File: config.mk
export PLATFORM = sky130hd
export DESIGN_NAME = rca_seq_adder
export DESIGN_NICKNAME = d
export VERILOG_FILES = /design/src/rtl/rca_seq_adder.sv
export SDC_FILE = /design/constraint.sdc
export NUM_CORES = 1
export LEC_CHECK = 0
export ABC_AREA = 1
export CORE_UTILIZATION = 43
export CTS_BUF_LIST = sky130_fd_sc_hd__clkbuf_8
export DETAILED_ROUTE_END_ITERATION = 6
export MAX_ROUTING_LAYER = met4
export PLACE_DENSITY_LB_ADDON = 0.1
export SKIP_LAST_GASP = 1
export SLEW_MARGIN = 20
export SYNTH_ARGS = -nofsm -noshare
export SYNTH_HDL_FRONTEND = slang
export SYNTH_SLANG_ARGS = --single-unit
File: constraint.sdc
create_clock -name clk -period 3.45 [get_ports clk]
set_input_delay 0.69 -clock clk [delete_from_list [all_inputs] [get_ports clk]]
set_output_delay 0.69 -clock clk [all_outputs]
set_load 0.1 [all_outputs]
File: src/rtl/rca_seq_adder.sv
// Multi-cycle WIDTH-bit add/subtract built from one 4-bit ripple-carry adder,
// one nibble per cycle (LSB first), with valid/ready handshakes on both sides.

module rca (
  output logic [3:0] s,
  output logic       cout,
  input  logic [3:0] x,
  input  logic [3:0] y,
  input  logic       c0
);
  logic [4:0] c;

  assign c[0] = c0;

  generate
    for (genvar gi = 0; gi < 4; gi++) begin : g_fa
      assign s[gi]   = x[gi] ^ y[gi] ^ c[gi];
      assign c[gi+1] = (x[gi] & y[gi]) | (c[gi] & (x[gi] ^ y[gi]));
    end
  endgenerate

  assign cout = c[4];
endmodule

module rca_seq_adder #(
  parameter int WIDTH = 16
) (
  input  logic             clk,
  input  logic             rst,
  input  logic             in_valid,
  output logic             in_ready,
  input  logic [WIDTH-1:0] a,
  input  logic [WIDTH-1:0] b,
  input  logic             cin,
  input  logic             sub,
  output logic             out_valid,
  input  logic             out_ready,
  output logic [WIDTH-1:0] sum,
  output logic             cout,
  output logic             ovf,
  output logic             busy
);
  localparam int NIB = WIDTH / 4;
  localparam int IW  = (NIB > 1) ? $clog2(NIB) : 1;
  localparam logic [IW-1:0] LAST_IDX = IW'(NIB - 1);

  typedef enum logic [1:0] {IDLE, RUN, DONE} state_t;

  state_t           state_reg, state_next;
  logic [WIDTH-1:0] opa_reg, opb_reg, sum_reg, sum_wr;
  logic [IW-1:0]    idx_reg;
  logic             carry_reg, ovf_reg;
  logic [3:0]       opa_nib [NIB];
  logic [3:0]       opb_nib [NIB];
  logic [3:0]       rca_s;
  logic             rca_cout;
  logic             last_nib;

  // Nibble views of the operands; the adder input mux selects by idx.
  generate
    for (genvar gi = 0; gi < NIB; gi++) begin : g_nib
      assign opa_nib[gi] = opa_reg[4*gi +: 4];
      assign opb_nib[gi] = opb_reg[4*gi +: 4];
      assign sum_wr[4*gi +: 4] = (idx_reg == IW'(gi)) ? rca_s : sum_reg[4*gi +: 4];
    end
  endgenerate

  rca u_rca (
    .s    (rca_s),
    .cout (rca_cout),
    .x    (opa_nib[idx_reg]),
    .y    (opb_nib[idx_reg]),
    .c0   (carry_reg)
  );

  assign last_nib = (idx_reg == LAST_IDX);

  always_ff @(posedge clk) begin
    if (rst) state_reg <= IDLE;
    else     state_reg <= state_next;
  end

  always_comb begin
    state_next = state_reg;
    case (state_reg)
      IDLE:    if (in_valid) state_next = RUN;
      RUN:     if (last_nib) state_next = DONE;
      DONE:    if (out_ready) state_next = IDLE;
      default: state_next = IDLE;
    endcase
  end

  always_ff @(posedge clk) begin
    if (rst) begin
      opa_reg   <= '0;
      opb_reg   <= '0;
      sum_reg   <= '0;
      idx_reg   <= '0;
      carry_reg <= 1'b0;
      ovf_reg   <= 1'b0;
    end else begin
      case (state_reg)
        IDLE: begin
          if (in_valid) begin
            opa_reg   <= a;
            opb_reg   <= sub ? ~b : b;
            carry_reg <= sub ? 1'b1 : cin;
            idx_reg   <= '0;
            sum_reg   <= '0;
            ovf_reg   <= 1'b0;
          end
        end
        RUN: begin
          sum_reg   <= sum_wr;
          carry_reg <= rca_cout;
          // Top nibble is being written now, so its MSB comes straight from the adder.
          if (last_nib)
            ovf_reg <= (opa_reg[WIDTH-1] == opb_reg[WIDTH-1]) & (rca_s[3] != opa_reg[WIDTH-1]);
          else
            idx_reg <= idx_reg + 1'b1;
        end
        default: ;
      endcase
    end
  end

  assign in_ready  = (state_reg == IDLE) & ~rst;
  assign out_valid = (state_reg == DONE);
  assign busy      = (state_reg != IDLE);
  assign sum       = sum_reg;
  assign cout      = carry_reg;
  assign ovf       = ovf_reg;
endmodule
* After elaboration in Yosys (flattened, before gate mapping) *
Index checks and enable logic that the tools add are counted.

word-level totals
  output and inout port bits = 21
  bits of input ports = 38
  logic and storage cells = 89
  register bits after elaboration = 54

cells by class
  bitwise operators = 25
  multiplexer cells = 26
  reduce and logical (&&, ||, !) cells = 12
  magnitude comparators = 1
  equal/unequal tests = 14
  add/subtract/negate cells = 1

operators by type and width
  cell                                                                      number
  16-bit 2-to-1 mux                                                         2
  4-bit 2-to-1 mux                                                          8
  16-bit case mux with 2 select lines                                       1
  3-bit AND reduction                                                       6
  4-bit binary-select mux with 2-bit select                                 2
  16-bit NOT                                                                1
  2-bit inequality test (second input constant)                             6
  1-bit AND                                                                 10
  2-bit 2-to-1 mux                                                          5
  1-bit bitwise XOR                                                         8
  2-bit equality test (second input constant)                               3
  2-bit case mux with 3 select lines                                        1
  2-bit by 1-bit equality test with 1-bit output (second input constant)    2
  2-bit logical NOT                                                         2
  1-bit 2-to-1 mux                                                          4
  1-bit bitwise OR                                                          4
  1-bit case mux with 2 select lines                                        2
  2-bit case mux with 2 select lines                                        1
  2-bit AND reduction                                                       2
  2-bit nonzero test                                                        2
  3-bit greater-or-equal comparator (second input constant)                 1
  2-bit NOT with 3-bit output                                               1
  2-bit by 1-bit adder with 2-bit output (second input constant)            1
  2-bit by 1-bit inequality test with 1-bit output (second input constant)  1
  other kinds (3)                                                           3

* Longest topological paths before layout *
Gate-level depths: netlist of run 1.

  depth in word-level cells = 16
  gate-level depth with buffers = 14
  gate-level depth less buffers = 13

* Cells and area by module *
Synthesis of run 1 repeated with hierarchy kept, for this count alone.

second synthesis, totals
  cell total of the unflattened synthesis = 364
  area, all modules = 2668.8 um^2

modules (own cells, without submodules)
  module         area an instance (um^2)  cells each  seq. area each (um^2)  times used
  rca_seq_adder  2551.2                   350         1081.0                 1
  rca            117.6                    14          0.0                    1

* Least setup slack after synthesis of run 1 *
Ideal clock, no wire load.

  kind = register to output
  start = register state_reg[0]
  end = output in_ready
  path slack = 158 ps
  cell stages (with the launch flop) = 5
  path buffers = 1
  data arrival time = 2602 ps
  required time = 2760 ps
  cells stage by stage = dfxtp_1 buf_6 inv_1 nand2_1 nor2_1

on the way
  cells in the longest elaborated chain, start to end = 2

ends and longest elaborated chain
  item                      line  text
  start: declaration        49    state_t state_reg, state_next;
  start signal: assignment  80    else state_reg <= state_next;
  2-bit logical NOT         127   assign in_ready = (state_reg == IDLE) & ~rst;
  1-bit AND                 127
  end: declaration          31    output logic in_ready,

No other way between the ends.

* Final worst setup path of run 1 *
  start = register idx_reg[1]
  end = register sum_reg[3], in the netlist sum[3]

on the way
  cells in the longest elaborated chain, start to end = 14
  elaborated cells on any way between the ends = 26
  classes of those cells = 1 x eq/ne; 8 x mux; 15 x bitwise; 2 x reduce/logical

ends and longest elaborated chain
  item                                                          line    text
  start: declaration                                            51      logic [IW-1:0] idx_reg;
  start signal: assignment                                      120     idx_reg <= idx_reg + 1'b1;
  2-bit NOT with 3-bit output (implied by the code)             71, 72
  4-bit binary-select mux with 2-bit select (on tied branches)  71, 72
  4-bit 2-to-1 mux (on tied branches) (2 in a row)              71, 72
  1-bit bitwise XOR                                             18      assign c[gi+1] = (x[gi] & y[gi]) | (c[gi] & (x[gi] ^ y[gi]));
  1-bit AND                                                     18
  1-bit bitwise OR                                              18
  1-bit AND                                                     18
  1-bit bitwise OR                                              18
  1-bit AND                                                     18
  1-bit bitwise OR                                              18
  1-bit bitwise XOR                                             17      assign s[gi] = x[gi] ^ y[gi] ^ c[gi];
  4-bit 2-to-1 mux                                              64      assign sum_wr[4*gi +: 4] = (idx_reg == IW'(gi)) ? rca_s : sum_reg[4*gi +: 4];
  16-bit case mux with 2 select lines                           102     case (state_reg)
  end signal: assignment                                        114     sum_reg <= sum_wr;
  end: declaration                                              50      logic [WIDTH-1:0] opa_reg, opb_reg, sum_reg, sum_wr;

Several ways; a longest one is shown, not always the timed one. The select of a mux whose other input is x is not followed.
A chain may end at the register's enable or synchronous reset.

==> results.md, run 1 <==
| Group | Parameter | Reported |
|:---|:---|:---|
| final layout | Filler cell count in the final layout | 622 |
| sta | Max-slew violation count | 0 |
| placement | Detailed-placement wirelength estimate | 4190 um |
| logic synthesis | Area contributors post-synth | dfxtp_1, nor2_1, nand2_1, o21ai_0, xor2_1 |
| placement | Number of buffers inserted by port buffering | 58 |
| global route | Number of antenna violations at the first check in global routing | 0 |
| power and ir drop | Leakage power summed over all cells | 1.39 nW |
| sta | Count of endpoints failing setup in the final report | 0 |
| logic synthesis | Count of different cell masters after synthesis | 28 |
| detailed routing | Length of the first detailed-routing pass in iterations | 4 |
| global route | Global-route wire length before repair | 9690 um |
| cts | Clock slew at reported path FFs | 90 ps |
| power and ir drop | Switching power as a share of total power | 37.6% |
| logic synthesis | Cell count after synthesis | 355 |
| placement | Final weighted congestion in routability-driven placement | 0.915 |
| sta | Worst slew margin relative to its limit | 35.5% |
| job | Max capacitance violation total | 0 |
| power and ir drop | Power density relative to cell area | 482 mW/mm^2 |
| logic synthesis | Count of flip-flops with a built-in enable after synthesis | 0 |
| floorplanning | Die ar. | 0.00654 sq mm |
| logic synthesis | Basic-gate share of the synthesized area counting and, or, nand and nor cells | 26.3% |
| logic synthesis | Post-synthesis instance area | 0.00267 sq mm |
| detailed routing | Routed vias/inst | 4.90 |
| logic synthesis | Leading cell types by count after synthesis | nor2_1, nand2_1, dfxtp_1, o21ai_0, a21oi_1 |
| logic synthesis | Portion of the post-synthesis area used by sequential elements | 40.4% |
| floorplanning | Standard cell core area | 0.00596 sq mm |
| min path | Tightest Hold Check Type | reg -> reg |
| power and ir drop | Switching power | 0.602 mW |
| logic synthesis | Most instantiated flip-flop cell in the synthesis netlist | dfxtp_1 |
| setup path | Crit path launch type | register |
| logic synthesis | Portion of netlist area occupied by mux cells | 0% |
| setup path | Maximum single-stage delay on the critical path | 530 ps |
| logic synthesis | Share of synthesized flip-flops with an asynchronous set or reset | 0% |
| logic synthesis | Mean area per synthesized cell | 7.53 sq um |
| detailed routing | Remaining antenna violation count | 0 |
| setup path | WP data required | 3700 ps |
| sta | Number of hold violations in the final report | 0 |
| floorplanning | Die Wd | 80.9 um |
| global route | Gr usage total | 19.8% |
| setup path | Arrival time at the worst endpoint | 3330 ps |
| final layout | Share of post-route cells with drive strength above 1 | 6.91% |
| cts | Deepest clock path buffer count | 2 |
| setup path | Cells along the critical path | clkinv_1, o21ai_0, o22a_1, fa_1, inv_1, fa_1, fa_1, fa_1, inv_1, nor2_1, a21oi_1, nor2_1 |
| cts | Total of cells resized after clock tree synthesis | 0 |
| global route | Maximum number of pins on one net before global-route repair | 34 |
| power and ir drop | P_int | 1.00 mW |
| global route | Number of global-route vias before repair | 2086 |
| setup path | RR Startpoint | idx_reg[1]$_SDFFE_PP0P_ |
| detailed routing | Drt first-iter violations | 89 |
| sta | Final worst path period share | 89.3% |
| final layout | Antenna cell count | 0 |
| sta | RSZ-0062 raised after global routing | false |
| logic synthesis | Yosys top cell by area | dfxtp_1 |
| sta | Fin Clk Skew | 9.79 ps |
| cts | Number of buffers inserted during clock tree synthesis | 5 |
| logic synthesis | Proportion of netlist area held by the largest area contributor | 40.4% |
| logic synthesis | Mapped Nets | 401 |
| setup path | Setup crit start | idx_reg[1]$_SDFFE_PP0P_ |
| power and ir drop | Peak VDD IR | 0.258 mV |
| sta | Min Clock Period, post-route | 3080 ps |
| cts | Library cell used as clock root buffer | clkbuf_8 |
| logic synthesis | Leading cell type by number of instances after synthesis | nor2_1 |
| cts | Num Clock Sinks | 54 |
| cts | Number of buffers added for setup after CTS | 0 |
| setup path | Critical path fanouts, max | 11 |
| cts | Number of buffers added to fix hold violations after cts | 0 |
| final layout | Area grow syn2layout | 24.5% |
| final layout | Count of nets after finishing | 451 |
| logic synthesis | Area share of fa/ha/maj cells after synthesis | 4.87% |
| logic synthesis | Xor and xnor area share after synthesis | 5.24% |
| logic synthesis | Number of storage elements in the synthesis netlist | 54 |
| sta | Highest attainable clock frequency | 325 MHz |
| power and ir drop | Overall power consumption | 1.60 mW |
| status | Result of the run | complete, no violations |
| floorplanning | Top-Level Pins | 59 |
| power and ir drop | Sequential share of power | 44.7% |
| power and ir drop | Clock share of power | 20.4% |
| logic synthesis | Compound-cell area share of the yosys netlist | 15.2% |
| floorplanning | Die span in y | 80.9 um |
| detailed routing | Per-cell routed wire length | 12.2 um |
| power and ir drop | Portion of total power attributed to combinational logic | 34.9% |
| logic synthesis | Number of synthesis warnings | 0 |
| detailed routing | Post-route DRC | 0 |
| floorplanning | Initial core utilization | 44.9% |
| sta | Final sum of negative setup slack | 0 ps |
| setup path | Crit Path Category | reg -> reg |
| detailed routing | Vias post-DR | 2354 |
| floorplanning | Number of placement rows | 28 |
| cts | Clock latency reported for the late side of the worst-skew pair | 310 ps |
| detailed routing | Total wire length | 5850 um |
| sta | Transition at the pin with the smallest max-transition slack | 964 ps |
| setup path | Critical Path Slowest Stage Cell | dfxtp_1 |
| min path | Start point of the worst hold path | opb_reg[5]$_SDFFE_PP0P_ |
| setup path | Crit path capture type | register |
| global route | Aggregate global routing overflow | 0 |
| cts | Htree depth | 2 |
| setup path | Cell occurring most often along the worst timing path | fa_1 |
| cts | TritonCTS clock tree | yes |
| logic synthesis | Combinational family with the most area after synthesis | simple AND/OR/NAND/NOR gates |
==> cells by family after synthesis <==
kind of cell / after synthesis
and+or+nand+nor: 161
AOI/OAI and AO/OA: 76
DFF: 54
xor gates and xnor gates: 16
buffers and inverters: 40
adders and majority gates: 8
==> area by class of cell <==
type | count | area [sq um] | area share, %
multi-input combinational | 261 | 1380 | 41.5
sequential | 54 | 1080 | 32.5
timing repair buffer | 63 | 621 | 18.6
tap | 75 | 93.8 | 2.82
inverter | 20 | 75.1 | 2.26
clock buffer | 5 | 68.8 | 2.07
clock inverter | 2 | 7.51 | 0.226
==> stage by stage <==
stage | worst slack, ps | cells | cell area (sq um) | utilization (%) | hold slack (ps)
after floorplan | 158 | 355 | 2670 | - | 440
after global placement | 492 | 473 | 3250 | 54.6 | 459
after detailed placement | 410 | 473 | 3250 | 54.6 | 457
after CTS | 385 | 480 | 3330 | 55.9 | 470
after global routing | 143 | 480 | 3330 | 55.9 | 490
final | 370 | 480 | 3330 | 55.9 | 467
==> layer usage <==
layer  wire [um]  vias up  global-route usage (%)  share of wire, %
met1        2890     1047                    26.2                49
met4          95        0                    5.89               1.6
met5           0        -                       -                 0
li1            -     1243                       -                 -
met2        2600       54                    29.8                44
met3         262       10                    4.83               4.5
==> layout by cell type (no fill, tap or decap), drive strengths merged <==
master,count
o22ai,6
a21oi,30
ha,4
inv,21
xor2,16
clkinv,1
clkbuf,5
o22a,2
o21ai,38
nand3,9
fa,4
nand3b,9
nand4,3
nor2,82
dfxtp,54
clkdlybuf4s50,54
buf,9
nand2,58
==> worst paths after layout <==
kind	cells after the start	endpoint	slack [ps]
max	12	sum[3]$_SDFFE_PP0P_	370
min reg2reg	2	opb_reg[5]$_SDFFE_PP0P_	470
max reg2reg	12	sum[3]$_SDFFE_PP0P_	370
min	2	opb_reg[5]$_SDFFE_PP0P_	470
==> power groups by stage <==
stage / combinational [mW] / clock, mW / sequential, mW
floorplan: 0.279 / 0 / 0.871
global placement: 0.557 / 0 / 0.730
detailed placement: 0.562 / 0 / 0.731
CTS: 0.564 / 0.333 / 0.717
global route: 0.617 / 0.360 / 0.723
finish: 0.559 / 0.327 / 0.717
==> critical path, delay by kind of cell (launching register included) <==
| family | cells | cell delay, ps |
|---|---|---|
| flops | 1 | 530 |
| simple gates | 2 | 330 |
| compound gates | 3 | 370 |
| buf+inv | 3 | 340 |
| fa+ha+maj | 4 | 1460 |
Note: power is estimated with default switching activity, not from simulation.
==> inputs of run 2 (changes only) <==
--- a/config.mk
+++ b/config.mk
@@ -8,10 +8,10 @@
 export ABC_AREA = 1
 export CORE_UTILIZATION = 43
 export CTS_BUF_LIST = sky130_fd_sc_hd__clkbuf_8
+export CTS_CLUSTER_SIZE = 16
 export DETAILED_ROUTE_END_ITERATION = 6
 export MAX_ROUTING_LAYER = met4
 export PLACE_DENSITY_LB_ADDON = 0.1
-export SKIP_LAST_GASP = 1
 export SLEW_MARGIN = 20
 export SYNTH_ARGS = -nofsm -noshare
 export SYNTH_HDL_FRONTEND = slang
==> results of run 2 <==
The final DEF is identical to that of run 1; final timing and power are the same.
